$ cat config.mk
export PLATFORM = sky130hd
export DESIGN_NAME = seg7_multi_display
export DESIGN_NICKNAME = d
export VERILOG_FILES = /design/src/rtl/seg7_pkg.sv /design/src/rtl/seg7_multi_display_glyph_rom.sv /design/src/rtl/seg7_multi_display.sv
export SDC_FILE = /design/constraint.sdc
export NUM_CORES = 1
export LEC_CHECK = 0
export BUFFER_PORTS_ARGS = -buffer_cell sky130_fd_sc_hd__clkbuf_2
export CAP_MARGIN = 30
export CORE_MARGIN = 2
export CORE_UTILIZATION = 56
export CTS_CLUSTER_SIZE = 12
export DETAILED_ROUTE_END_ITERATION = 7
export GPL_ROUTABILITY_DRIVEN = 0
export PLACE_DENSITY_LB_ADDON = 0.25
export SLEW_MARGIN = 25
export SYNTH_ARGS = -nofsm -noshare
export SYNTH_HDL_FRONTEND = slang
export SYNTH_SLANG_ARGS = --single-unit
$ cat constraint.sdc
create_clock -name clk -period 3.3 [get_ports clk]
set_input_delay 0 -clock clk [delete_from_list [all_inputs] [get_ports clk]]
set_output_delay 0 -clock clk [all_outputs]
set_load 0.05 [all_outputs]
$ cat src/rtl/seg7_pkg.sv
// seg7_pkg: shared constants for the multi-digit 7-segment controller.
//   - Active-high glyphs GLYPH_0..GLYPH_F, bit0=a .. bit6=g.
//   - SEG_BLANK, the all-off glyph.
//   - FSM state encoding IDLE / DECODE / COMMIT.
package seg7_pkg;

    localparam logic [6:0] GLYPH_0 = 7'h3F;
    localparam logic [6:0] GLYPH_1 = 7'h06;
    localparam logic [6:0] GLYPH_2 = 7'h5B;
    localparam logic [6:0] GLYPH_3 = 7'h4F;
    localparam logic [6:0] GLYPH_4 = 7'h66;
    localparam logic [6:0] GLYPH_5 = 7'h6D;
    localparam logic [6:0] GLYPH_6 = 7'h7D;
    localparam logic [6:0] GLYPH_7 = 7'h07;
    localparam logic [6:0] GLYPH_8 = 7'h7F;
    localparam logic [6:0] GLYPH_9 = 7'h6F;
    localparam logic [6:0] GLYPH_A = 7'h77;
    localparam logic [6:0] GLYPH_B = 7'h7C;
    localparam logic [6:0] GLYPH_C = 7'h39;
    localparam logic [6:0] GLYPH_D = 7'h5E;
    localparam logic [6:0] GLYPH_E = 7'h79;
    localparam logic [6:0] GLYPH_F = 7'h71;

    localparam logic [6:0] SEG_BLANK = 7'h00;

    localparam logic [1:0] ST_IDLE   = 2'd0;
    localparam logic [1:0] ST_DECODE = 2'd1;
    localparam logic [1:0] ST_COMMIT = 2'd2;

endpackage

$ cat src/rtl/seg7_multi_display_glyph_rom.sv
// seg7_glyph_rom: combinational nibble -> active-high 7-segment glyph.
//   i_nibble  in  4  value to decode
//   i_hex_en  in  1  1: 10..15 decode as A,b,C,d,E,F; 0: they are illegal
//   o_glyph   out 7  active-high segments, bit0=a .. bit6=g (blank if illegal)
//   o_illegal out 1  nibble > 9 while hex glyphs are disabled
module seg7_glyph_rom
    import seg7_pkg::*;
(
    input  logic [3:0] i_nibble,
    input  logic       i_hex_en,
    output logic [6:0] o_glyph,
    output logic       o_illegal
);

    logic [6:0] w_raw;

    always_comb begin
        w_raw = SEG_BLANK;
        case (i_nibble)
            4'h0: w_raw = GLYPH_0;
            4'h1: w_raw = GLYPH_1;
            4'h2: w_raw = GLYPH_2;
            4'h3: w_raw = GLYPH_3;
            4'h4: w_raw = GLYPH_4;
            4'h5: w_raw = GLYPH_5;
            4'h6: w_raw = GLYPH_6;
            4'h7: w_raw = GLYPH_7;
            4'h8: w_raw = GLYPH_8;
            4'h9: w_raw = GLYPH_9;
            4'hA: w_raw = GLYPH_A;
            4'hB: w_raw = GLYPH_B;
            4'hC: w_raw = GLYPH_C;
            4'hD: w_raw = GLYPH_D;
            4'hE: w_raw = GLYPH_E;
            4'hF: w_raw = GLYPH_F;
            default: w_raw = SEG_BLANK;
        endcase
    end

    assign o_illegal = !i_hex_en && (i_nibble > 4'd9);
    assign o_glyph   = o_illegal ? SEG_BLANK : w_raw;

endmodule

$ cat src/rtl/seg7_multi_display.sv
// seg7_multi_display: registered N-digit 7-segment controller.
// A packed nibble vector is accepted over valid/ready, decoded MSB-first one
// digit per cycle into a shadow register, then committed to the output
// registers in one edge so the display never shows a partial update.
//   clk, rst_n      clock, asynchronous active-low reset
//   load_valid/ready handshake; ready is high only in IDLE
//   load_value      nibble i = digit i (digit 0 rightmost)
//   blank_lz        leading-zero suppression, sampled at accept
//   dp_in           per-digit decimal points, sampled at accept
//   segs_out        digit i at [7*i+6:7*i], polarity per ACTIVE_LOW
//   dp_out          decimal points, polarity per ACTIVE_LOW
//   bad_digit       one-cycle pulse with a commit holding an illegal nibble
//   blink_en        whole-display blink (only with SEG7_BLINK_EN defined)
// Optional feature macro: SEG7_BLINK_EN (blink counter, phase and blink_en port).
module seg7_multi_display
    import seg7_pkg::*;
#(
    parameter int NUM_DIGITS = 4,
    parameter int HEX_MODE   = 0,
    parameter int ACTIVE_LOW = 1,
    parameter int BLINK_DIV  = 25000000
) (
    input  logic                    clk,
    input  logic                    rst_n,
    input  logic                    load_valid,
    output logic                    load_ready,
    input  logic [4*NUM_DIGITS-1:0] load_value,
    input  logic                    blank_lz,
    input  logic [NUM_DIGITS-1:0]   dp_in,
    output logic [7*NUM_DIGITS-1:0] segs_out,
    output logic [NUM_DIGITS-1:0]   dp_out,
    output logic                    bad_digit
`ifdef SEG7_BLINK_EN
    ,
    input  logic                    blink_en
`endif
);

    localparam int   IW  = (NUM_DIGITS > 1) ? $clog2(NUM_DIGITS) : 1;
    localparam logic POL = (ACTIVE_LOW != 0);
    // Unlit patterns in output polarity.
    localparam logic [7*NUM_DIGITS-1:0] SEGS_OFF = {(7*NUM_DIGITS){POL}};
    localparam logic [NUM_DIGITS-1:0]   DP_OFF   = {NUM_DIGITS{POL}};

    logic [1:0]                  r_state;
    logic [IW-1:0]               r_idx;
    logic [4*NUM_DIGITS-1:0]     r_value;
    logic                        r_blank_lz;
    logic [NUM_DIGITS-1:0]       r_dp;
    logic                        r_seen_nz;
    logic                        r_bad;
    logic [NUM_DIGITS-1:0][6:0]  r_shadow;
    logic [7*NUM_DIGITS-1:0]     r_segs;
    logic [NUM_DIGITS-1:0]       r_dp_out;
    logic                        r_bad_digit;

    logic [3:0] w_nib;
    logic [6:0] w_glyph;
    logic       w_illegal;
    logic       w_lz_blank;

    // Single ROM shared by all digits via the idx mux.
    assign w_nib = r_value[{r_idx, 2'b00} +: 4];

    seg7_glyph_rom u_rom (
        .i_nibble  (w_nib),
        .i_hex_en  (HEX_MODE != 0),
        .o_glyph   (w_glyph),
        .o_illegal (w_illegal)
    );

    // Leading zero: nothing nonzero seen yet from the MSB side; digit 0 always shows.
    assign w_lz_blank = r_blank_lz && !r_seen_nz && (w_nib == 4'd0) && (r_idx != '0);

    assign load_ready = (r_state == ST_IDLE);

    always_ff @(posedge clk or negedge rst_n) begin
        if (!rst_n) begin
            r_state     <= ST_IDLE;
            r_idx       <= '0;
            r_value     <= '0;
            r_blank_lz  <= 1'b0;
            r_dp        <= '0;
            r_seen_nz   <= 1'b0;
            r_bad       <= 1'b0;
            r_shadow    <= '{default: SEG_BLANK};
            r_segs      <= SEGS_OFF;
            r_dp_out    <= DP_OFF;
            r_bad_digit <= 1'b0;
        end else begin
            r_bad_digit <= 1'b0;
            case (r_state)
                ST_IDLE: begin
                    if (load_valid) begin
                        r_value    <= load_value;
                        r_blank_lz <= blank_lz;
                        r_dp       <= dp_in;
                        r_idx      <= IW'(NUM_DIGITS - 1);
                        r_seen_nz  <= 1'b0;
                        r_bad      <= 1'b0;
                        r_state    <= ST_DECODE;
                    end
                end
                ST_DECODE: begin
                    r_shadow[r_idx] <= w_lz_blank ? SEG_BLANK : w_glyph;
                    // Illegal nibbles are nonzero, so they also end zero suppression.
                    if (w_nib != 4'd0) r_seen_nz <= 1'b1;
                    if (w_illegal)     r_bad     <= 1'b1;
                    if (r_idx == '0) r_state <= ST_COMMIT;
                    else             r_idx   <= r_idx - IW'(1);
                end
                ST_COMMIT: begin
                    r_segs      <= r_shadow ^ SEGS_OFF;
                    r_dp_out    <= r_dp ^ DP_OFF;
                    r_bad_digit <= r_bad;
                    r_state     <= ST_IDLE;
                end
                default: r_state <= ST_IDLE;
            endcase
        end
    end

    assign bad_digit = r_bad_digit;

`ifdef SEG7_BLINK_EN
    localparam int CW = (BLINK_DIV > 1) ? $clog2(BLINK_DIV) : 1;

    logic [CW-1:0] r_cnt;
    logic          r_phase;
    logic          r_mask;

    // Free-running half-period counter; dropping blink_en restarts it visible.
    always_ff @(posedge clk or negedge rst_n) begin
        if (!rst_n) begin
            r_cnt   <= '0;
            r_phase <= 1'b0;
            r_mask  <= 1'b0;
        end else if (!blink_en) begin
            r_cnt   <= '0;
            r_phase <= 1'b0;
            r_mask  <= 1'b0;
        end else begin
            if (r_cnt == CW'(BLINK_DIV - 1)) begin
                r_cnt   <= '0;
                r_phase <= ~r_phase;
            end else begin
                r_cnt <= r_cnt + CW'(1);
            end
            r_mask <= r_phase;
        end
    end

    assign segs_out = r_mask ? SEGS_OFF : r_segs;
    assign dp_out   = r_mask ? DP_OFF   : r_dp_out;
`else
    assign segs_out = r_segs;
    assign dp_out   = r_dp_out;
`endif

endmodule

* Yosys cells after proc, flatten, opt, wreduce, memory -nomap -nowiden
Memory sizes are Yosys's and may differ from the RTL's.
Cells that the tools add are included.
** Storage, ports and cells
- Flip-flop bits (word level) :: 88
- ROM bits :: 112
- Memories :: 1
** Operators by class
- Add/subtract/negate cells :: 1
- Magnitude comparators :: 3
- Eq/ne operators :: 7
- Shifts and indexed selects :: 1
- Mux-type cells :: 17
- Bitwise operators :: 2
- Reductions and logical operators :: 16
** Memories
- (no name shown) :: words 16, width 7, rd ports 1, clocked after Yosys merged registers in 0, wr ports 0, line seg7_multi_display_glyph_rom.sv:19 : case (i_nibble)
** Operators by type and width (count)
- $bwmux W28 :: 1
- $not A28 Y28 :: 1
- $mux W7 :: 3
- $shiftx A16 B5 Y4 :: 1
- $demux W7 S2 :: 1
- $reduce_and A3 Y1 :: 3
- $mux W2 :: 4
- $ne A2 B2 Y1 const B :: 4
- $pmux W2 S2 :: 2
- $gt A4 B4 Y1 const B :: 1
- $logic_and A1 B1 Y1 :: 4
- $logic_not A2 Y1 :: 2
- $logic_not A4 Y1 :: 1
- $mux W1 :: 4
- $not A4 Y4 :: 1
- $pmux W1 S2 :: 2
- $reduce_and A2 Y1 :: 2
- $reduce_bool A2 Y1 :: 2
- $reduce_bool A4 Y1 :: 1
- $lt A2 B3 Y1 const B :: 1
- $eq A2 B1 Y1 const B :: 1
- $eq A2 B2 Y1 const B :: 1
- $ge A2 B1 Y1 const B :: 1
- $ne A2 B1 Y1 const B :: 1
- 2 further kinds :: 2

* Longest topological paths before layout
Gate-level depths: netlist (run 1).
- Word-level depth :: 6
- Gate-level depth with buffers :: 10
- Mapped depth without buffers :: 7

* Hierarchy
Synthesis (run 1) repeated with hierarchy kept, for this count alone.
** Unflattened totals
- Cell total of the unflattened synthesis :: 329
- Area, all modules :: 3923.8 um2
** By module, submodules not included
- seg7_multi_display :: instances 1, cells an instance 283, area an instance 3602.2 um2
- seg7_glyph_rom :: instances 1, cells an instance 46, area an instance 321.6 um2

* Least setup slack after synthesis (run 1)
No wires, ideal clock.
- Path kind :: register -> register
- Start :: register r_idx[0]
- End :: register r_shadow[8] (netlist bit)
- Data arrival time :: 2.588 ns
- Required time :: 3.190 ns
- Slack :: 0.602 ns
- Cell stages (with the launch flop) :: 10
- Period minus slack after synthesis :: 2.698 ns
- Cell sequence :: dfrtp_1 mux4_1 inv_1 ha_1 clkbuf_1 o21ai_0 o221ai_2 o21ai_2 buf_6 o41ai_1
** Between the ends
- Longest elaborated chain between the ends :: 6
- Elaborated cells on any way between the ends :: 15
- Those cells by class :: order compare (3); shift (1); mux (5); reduce/logical (5); memory (1)
** Ends and longest elaborated chain
- from (decl) :: line seg7_multi_display.sv:46 : logic [IW-1:0] r_idx;
- from (signal assigned) :: line seg7_multi_display.sv:98 : r_idx <= IW'(NUM_DIGITS - 1);
- from (signal assigned) :: line seg7_multi_display.sv:110 : else r_idx <= r_idx - IW'(1);
- parallel branches: the longest is 5 deep, another holds $mem_v2 Z16 W7
- $bwmux W28 (*) :: line seg7_multi_display.sv:105 : r_shadow[r_idx] <= w_lz_blank ? SEG_BLANK : w_glyph;
- to (signal, indexed assignment) :: line seg7_multi_display.sv:105
- to (decl) :: line seg7_multi_display.sv:52 : logic [NUM_DIGITS-1:0][6:0] r_shadow;
Mark *: on every way between the ends.
A chain may end at the register's enable or synchronous reset.

* Final worst setup path (run 1)
- Start :: register r_idx[0]
- End :: register r_shadow[22] (netlist bit)
Same word-level chain as after synthesis.

==> results of run 1 <==
## sequential cells by signal (all words and copies together) (netlist names)
register,cells
r_dp,4
r_state,2
r_blank_lz,1
dp_out,4
r_bad,1
segs_out,28
r_shadow,28
r_seen_nz,1
r_idx,2
bad_digit,1
r_value,16
## layer usage
metal | wire (um) | vias to the layer above
met4 | 252 | 0
met5 | 0 | -
met1 | 3430 | 1324
li1 | - | 1326
met2 | 3760 | 92
met3 | 340 | 18
## synthesized netlist by cell type, drive strengths merged
master	n
nor3b	2
nor4b	2
o21ai	49
nor4	2
nor4bb	1
buf	8
mux2	22
inv	13
clkbuf	13
nand4	1
o22ai	2
and2	1
nand2b	2
dfstp	32
nand3b	1
mux4	4
dfrtp	56
o221a	1
nor2b	2
o31ai	12
o221ai	2
nor3	1
o21bai	1
nor2	16
and4bb	1
a2bb2oi	1
nand2	63
a21oi	8
ha	10
mux2i	7
o41ai	5
## kinds of logic (layout without fill, tap and decap cells)
logic type / count (synthesis) / in the layout / synth area share
and+or+nand+nor: 95 / 95 / 0.114
DFF: 88 / 88 / 0.580
muxes: 33 / 33 / 0.109
buffers and inverters: 34 / 113 / 0.0389
AOI/OAI and AO/OA: 81 / 81 / 0.126
adders and majority gates: 10 / 10 / 0.0324
## final timing paths
| check | start | endpoint | slack [ns] | cells past startpoint |
|---|---|---|---|---|
| max | r_idx[0] | r_shadow[22] | 0.36 | 8 |
| min | rst_n | r_shadow[9] | 0.15 | 2 |
| max reg2reg | r_idx[0] | r_shadow[22] | 0.36 | 8 |
| min reg2reg | r_shadow[21] | segs_out[21] | 0.42 | 1 |
| max in group asynchronous | rst_n | segs_out[21] | 2.49 | 3 |
| min in group clk | blank_lz | r_blank_lz | 0.40 | 4 |
## stage by stage
step,instance area (um^2),cells,hold slack (ns)
2_1_floorplan,3860,341,-0.296
3_3_place_gp,4170,459,0.207
3_5_place_dp,4190,460,-0.00197
4_1_cts,4610,499,0.159
5_1_grt,4630,500,0.190
6_report,4630,500,0.151
## critical path: cells and delay by family (launching register included)
family / cells / cell delay [ns]
AO/OA/AOI/OAI: 4 / 1.12
multiplexers: 1 / 0.60
flip-flops: 1 / 0.43
buffers and inverters: 2 / 0.36
adder cells (fa/ha/maj): 1 / 0.34
## layout make-up
cell class / count / area [um^2] / area share
inverters: 13 / 48.8 / 0.0105
repair buffers: 84 / 576 / 0.124
multi-input cells: 219 / 1480 / 0.319
well taps: 80 / 100 / 0.0216
flip-flops and latches: 88 / 2240 / 0.485
clock buffers: 11 / 141 / 0.0306
clock inverters: 5 / 40.0 / 0.00866
==> results.tsv, run 1 <==
metric	value	unit
status	complete, no violations	
startpoint_type	register	
synthDistinctLibCells	41	
pre_cts_slack	0.396	ns
met1_usage	0.300	
grt_pass1_wl	13200	um
worst_slack	0.355	ns
numCtsBuffers	9	
drt-pass1-iter-count	4	
fin_crit	2.94	ns
viasPerCell	5.52	
ys_warn_count	0	
rsz0062_at_grt	false	
synth_area	0.00386	mm^2
cts_hold_buf	23	
clock_sinks	88	
chipWidth	87.1	um
wire_per_inst	15.6	um
critical_path.cell_chain	buf_4 > mux4_2 > inv_1 > ha_1 > o21ai_0 > o221ai_2 > o21ai_2 > o41ai_1	
cp.arrival	3.18	ns
setup-tns-final	0	ns
pin_count	58	
top_usage_layer	met2	
fin_util	0.688	
routed_wl	7780	um
finClkSkew	0.00921	ns
timing_worst_slew_pin_value	0.615	ns
route.detailed.drc	0	
slew_headroom	0.589	
worstSetupPathType	register to register	
clockBufferDepth	2	
grtUsageTotal	0.227	
hp-class	input port to asynchronous set/reset pin	
core-area	0.00672	mm^2
cts-root-buf	clkbuf_8	
yosysSeqAreaShare	0.580	
grt_pass1_vias	2739	
grt.met3_usage	0.0379	
max_stage_delay	0.60	ns
finalSetupViolCount	0	
cp.required	3.54	ns
maxCapViolations	0	
tritoncts	built	
ant_nets	0	
dp_hpwl	5220	um
drive_gt1_frac	0.333	
crit_path_end_kind	register	
synth_area_leaders	dfrtp_1 36%, dfstp_2 22%, mux2_2 6.4%	
grt_antenna_before_repair	0	
clock_latency	0.35	ns
postCtsSetupBuffers	0	
grtUsageMet2	0.362	
crit_slowest_cell	mux4_2	
ys_ff_latch	88	
grt_overflow	0	
drt_iter0_drc	177	
final_max_slew_viol_count	0	
die_y	87.1	um
start_util	0.575	
cts_resized	0	
hold_viol	0	
worstPathMaxFanout	12	
syn_nets	375	
grt_max_degree	66	
post-route-period-util	0.892	
fin_nets	449	
areaGrowthSynthToFinish	19.8	%
numPortBuffers	57	
dieArea	0.00758	mm^2
num_vias	2760	
syn_avg_cell_area	11.3	um^2
synth_top_area_share	0.363	
mostFrequentLayoutCell	nand2_1	
syn_inst	341	
cts_max_level	3	
clkTransAtPathRegs	0.09	ns
nFillCells	497	
most-common-layout-cells	63 x nand2_1, 56 x dfrtp_1, 56 x clkbuf_2	
row_count	30	
yosysTopAreaCell	dfrtp_1	
n_antenna_cell	0	
fmax	0.340	GHz
Power of run 1 is left out: the tool's default activity adds up to more than one toggle a clock period on the data nets, which glitch-free logic cannot reach.
==> inputs of run 2 (changes only) <==
Settings changed: CORE_UTILIZATION 56 to 51.
Clock period 3.3 ns to 2.4 ns, I/O delays scaled along.
==> run 2 against run 1 <==
Compared with the run above: worst hold slack got worse by 0.071 ns; global-route usage shrank 2.5 points; worst setup slack got worse by 0.24 ns; utilization decreased by 2.5 points; critical path depth fell by 1; final cell count is 7.2% higher; largest cell class unchanged.
==> results.tsv, run 2 (same netlist as run 1, synthesis figures left out) <==
metric	value	unit	change
r2r_slack	0.11	ns	-0.24 ns
fin_nets	466		+3.8%
finalSetupViolCount	0		unchanged
clock_sinks	88		unchanged
routed_wl	7960	um	+2.2%
numCtsBuffers	9		unchanged
maxCapViolations	0		unchanged
startpoint_type	register		
viasPerCell	5.18		-6.2%
hp-class	input port to asynchronous set/reset pin		
clkTransAtPathRegs	0.10	ns	about the same
setup-tns-final	0	ns	unchanged
hold_viol	0		unchanged
most-common-layout-cells	63 x nand2_1, 56 x clkbuf_2, 55 x dfrtp_1		
ant_nets	0		unchanged
cp.arrival	2.56	ns	-0.62 ns
drt-pass1-iter-count	4		unchanged
cp.required	2.67	ns	-0.87 ns
die_y	91.0	um	+4.6%
start_util	0.530		-0.0452
crit_slowest_cell	mux4_2		
reg2reg_from	r_idx[0]		
n_antenna_cell	0		unchanged
rsz0062_at_grt	false		
crit_path_start	r_idx[0]		
grt_pass1_wl	13200	um	about the same
num_vias	2774		+0.51%
core-area	0.00729	mm^2	+8.5%
grt_max_degree	43		-35%
drt_iter0_drc	159		-10%
final_max_slew_viol_count	0		unchanged
chipWidth	91.0	um	+4.6%
status	complete, no violations		
crit_path_end_kind	register		
row_count	31		+3.3%
cts_max_level	3		unchanged
clock_latency	0.37	ns	+0.02 ns
fmax	0.437	GHz	+29%
grt_overflow	0		unchanged
worstSetupPathType	register to register		
timing_worst_slew_pin_value	0.658	ns	+0.0428 ns
grt_pass1_vias	2798		+2.2%
slew_headroom	0.561		-0.0277
numPortBuffers	57		unchanged
fin_util	0.663		-0.0254
max_stage_delay	0.51	ns	-0.09 ns
critical_path.cell_chain	mux4_2 > inv_1 > ha_4 > o21ai_2 > o221ai_4 > o21ai_4 > o41ai_2		
tritoncts	built		
grt_antenna_before_repair	0		unchanged
worstPathMaxFanout	12		unchanged
fin_crit	2.29	ns	-0.657 ns
cts-root-buf	clkbuf_8		
post-route-period-util	0.953		+0.0608
drive_gt1_frac	0.389		+0.0557
grtUsageTotal	0.203		-0.0246
pin_count	58		unchanged
route.detailed.drc	0		unchanged
wire_per_inst	14.8	um	-4.6%
mostFrequentLayoutCell	nand2_1		
areaGrowthSynthToFinish	25.2	%	
nFillCells	611		+23%
dieArea	0.00829	mm^2	+9.3%
finClkSkew	0.0117	ns	+0.00253 ns
dp_hpwl	5650	um	+8.2%
clockBufferDepth	2		unchanged
==> run 2: changes by cell type in the layout (fill, tap and decap cells not counted), moves of 2 or more <==
cell,delta
buf_4,+19
clkinv_4,-2
ha_1,-2
inv_8,+4
o21ai_0,-2
o41ai_1,-4
o41ai_2,+4
==> run 2: worst paths after layout <==
check | end | depth (start not counted)
min reg2reg | segs_out[12] | 1
max in group asynchronous | r_bad | 3
max | r_shadow[22] | 7
min in group clk | r_value[12] | 3
min | r_shadow[16] | 2
max reg2reg | r_shadow[22] | 7
==> run 2: critical path, delay by kind of cell (launching register included) <==
family	cells	cell delay, ns
AO/OA/AOI/OAI	4	0.92
adder cells (fa/ha/maj)	1	0.21
buffers and inverters	1	0.14
flip-flops	1	0.41
multiplexers	1	0.51
==> run 2: through the flow <==
step | worst slack, ns | area [um^2] | hold slack (ns) | cells
2_1_floorplan | 0.0551 | 3900 | -0.296 | 341
3_3_place_gp | 0.105 | 4360 | -0.0607 | 497
3_5_place_dp | -0.0145 | 4360 | -0.0570 | 497
4_1_cts | 0.0372 | 4800 | 0.0774 | 536
5_1_grt | 0.00448 | 4830 | 0.0961 | 536
6_report | 0.113 | 4830 | 0.0796 | 536
==> run 2: cell type report <==
cell class                 count  area [um^2]  share of cell area
clock buffer                   9          124              0.0256
multi-input combinational    219         1550               0.320
timing repair buffer         101          676               0.140
inverter                      13         48.8              0.0101
clock inverter                 7         70.1              0.0145
sequential                    88         2240               0.464
tap                           99          124              0.0256
==> run 2: routing by layer <==
metal	vias to the layer above	share of wire	wire, um	track usage
met4	0	0.022	172	0.0909
met5	-	0	0	0
met2	64	0.50	3960	0.343
li1	1365	-	-	-
met3	17	0.042	338	0.0423
met1	1328	0.44	3490	0.251
==> run 2: repair_timing <==
| action | CTS | global route |
|---|---|---|
| pin swaps | 1 | 0 |
| endpoints found under the hold margin | 61 | 0 |
| resized for setup | 2 | 5 |
| hold buffers | 23 | 0 |
| endpoints found under the setup margin | 1 | 10 |
| setup buffers | 0 | 0 |
Power of run 2 is left out for the same reason.
==> inputs of run 3 (changes only) <==
Settings changed: PLACE_DENSITY_LB_ADDON 0.25 to 0.2.
==> run 3 against run 2 <==
Compared with the run above: sequential share of layout area rose by 0.27 points; cell area fell by 0.57%; first-iteration DRC count down 11%; critical endpoint is now r_shadow[23]; highest routed layer unchanged.
==> results.tsv, run 3 (same netlist as run 1, synthesis figures left out) <==
metric	value	unit	change
fin_crit	2.24	ns	-0.0444 ns
dp_hpwl	5420	um	-4.1%
timing_worst_slew_pin_value	0.647	ns	-0.0109 ns
drt-pass1-iter-count	4		unchanged
tritoncts	built		
clkTransAtPathRegs	0.09	ns	about the same
viasPerCell	5.16		-0.28%
worstSetupPathType	register to register		
hp-class	input port to asynchronous set/reset pin		
num_vias	2761		-0.47%
grtUsageTotal	0.201		-0.00155
fin_nets	465		-0.21%
crit_path_end_kind	register		
post-route-period-util	0.935		-0.0185
dieArea	0.00829	mm^2	unchanged
cpMostUsedCell	buf_4		
drive_gt1_frac	0.385		-0.00369
grt_overflow	0		unchanged
crit_slowest_cell	mux4_2		
route.detailed.drc	0		unchanged
numPortBuffers	57		unchanged
clock_latency	0.36	ns	about the same
grt_antenna_before_repair	0		unchanged
postCtsSetupBuffers	0		unchanged
status	complete, no violations		
cts-root-buf	clkbuf_8		
setup-tns-final	0	ns	unchanged
worstPathMaxFanout	5		-7
maxCapViolations	0		unchanged
rsz0062_at_grt	false		
core-area	0.00729	mm^2	unchanged
row_count	31		unchanged
chipWidth	91.0	um	unchanged
grt_pass1_wl	13300	um	+0.73%
finClkSkew	0.00872	ns	-0.00302 ns
clock_sinks	88		unchanged
finalSetupViolCount	0		unchanged
cp_top_family	compound AO/OA/AOI/OAI gates		
most-common-layout-cells	63 x nand2_1, 56 x clkbuf_2, 55 x dfrtp_1		
cp.arrival	2.48	ns	-0.08 ns
n_antenna_cell	0		unchanged
start_util	0.530		unchanged
fmax	0.446	GHz	+2.0%
hold_viol	0		unchanged
reg2reg_from	r_idx[0]		
grt_max_degree	66		+53%
drt_iter0_drc	141		-11%
cts_max_level	3		unchanged
mostFrequentLayoutCell	nand2_1		
critPathBufInv	2		+1
slew_headroom	0.569		+0.00727
final_max_slew_viol_count	0		unchanged
crit_path_start	r_idx[0]		
routed_wl	7750	um	-2.6%
startpoint_type	register		
pin_count	58		unchanged
clockBufferDepth	2		unchanged
wire_per_inst	14.5	um	-2.4%
grt_pass1_vias	2675		-4.4%
max_stage_delay	0.51	ns	about the same
numCtsBuffers	9		unchanged
ant_nets	0		unchanged
die_y	91.0	um	unchanged
areaGrowthSynthToFinish	24.5	%	
cp.required	2.63	ns	-0.04 ns
critical_path.cell_chain	mux4_2 > buf_4 > ha_2 > o21bai_1 > o221ai_4 > o21ai_1 > buf_4 > o21ai_0		
## run 3: cell types whose count changed in the layout (fill, tap and decap cells not counted)
| cell | delta |
|---|---|
| inv_8 | -4 |
| buf_4 | -2 |
| buf_12 | +1 |
| clkbuf_1 | +1 |
| clkinv_2 | +1 |
| clkinvlp_4 | +1 |
| inv_4 | +1 |
| mux4_1 | -1 |
| mux4_2 | +1 |
| nor4bb_1 | +1 |
| nor4bb_2 | -1 |
## run 3: repair_timing
item | in CTS | in global routing
hold endpoints to repair | 63 | 0
gates resized for setup | 0 | 7
endpoints found under the setup margin | 0 | 12
hold buffers | 23 | 0
## run 3: cell type report
class                   instances  area (um^2)
well taps                      99          124
clock buffers                  10          128
multi-input cells             219         1540
inverters                      13         48.8
repair buffers                100          681
flip-flops and latches         88         2240
clock inverters                 6         43.8
fillers                       604         2480
## run 3: per-stage QoR
| step | instance area, um^2 | setup slack, ns | util | hold slack [ns] | std cells |
|---|---|---|---|---|---|
| floorplan | 3900 | 0.0551 | - | -0.296 | 341 |
| global placement | 4370 | 0.118 | 0.599 | 0.0699 | 496 |
| detailed placement | 4370 | 0.0225 | 0.599 | 0.0700 | 496 |
| CTS | 4770 | 0.0170 | 0.654 | 0.214 | 535 |
| global route | 4810 | 0.00506 | 0.659 | 0.260 | 535 |
| finish | 4810 | 0.157 | 0.659 | 0.213 | 535 |
## run 3: path summary, 6_finish.rpt
path,end,slack (ns),cells after the start
max,r_shadow[23],0.16,8
min,r_shadow[17],0.21,2
max reg2reg,r_shadow[23],0.16,8
min reg2reg,dp_out[1],0.42,1
max in group asynchronous,dp_out[2],1.48,3
min in group clk,r_dp[0],0.39,3
## run 3: layer usage
layer | track usage | wire (um) | vias up
met5 | 0 | 0 | -
met1 | 0.280 | 3610 | 1326
met3 | 0.0407 | 305 | 11
met2 | 0.317 | 3740 | 62
li1 | - | - | 1362
met4 | 0.0694 | 96 | 0
Power of run 3 is left out for the same reason.
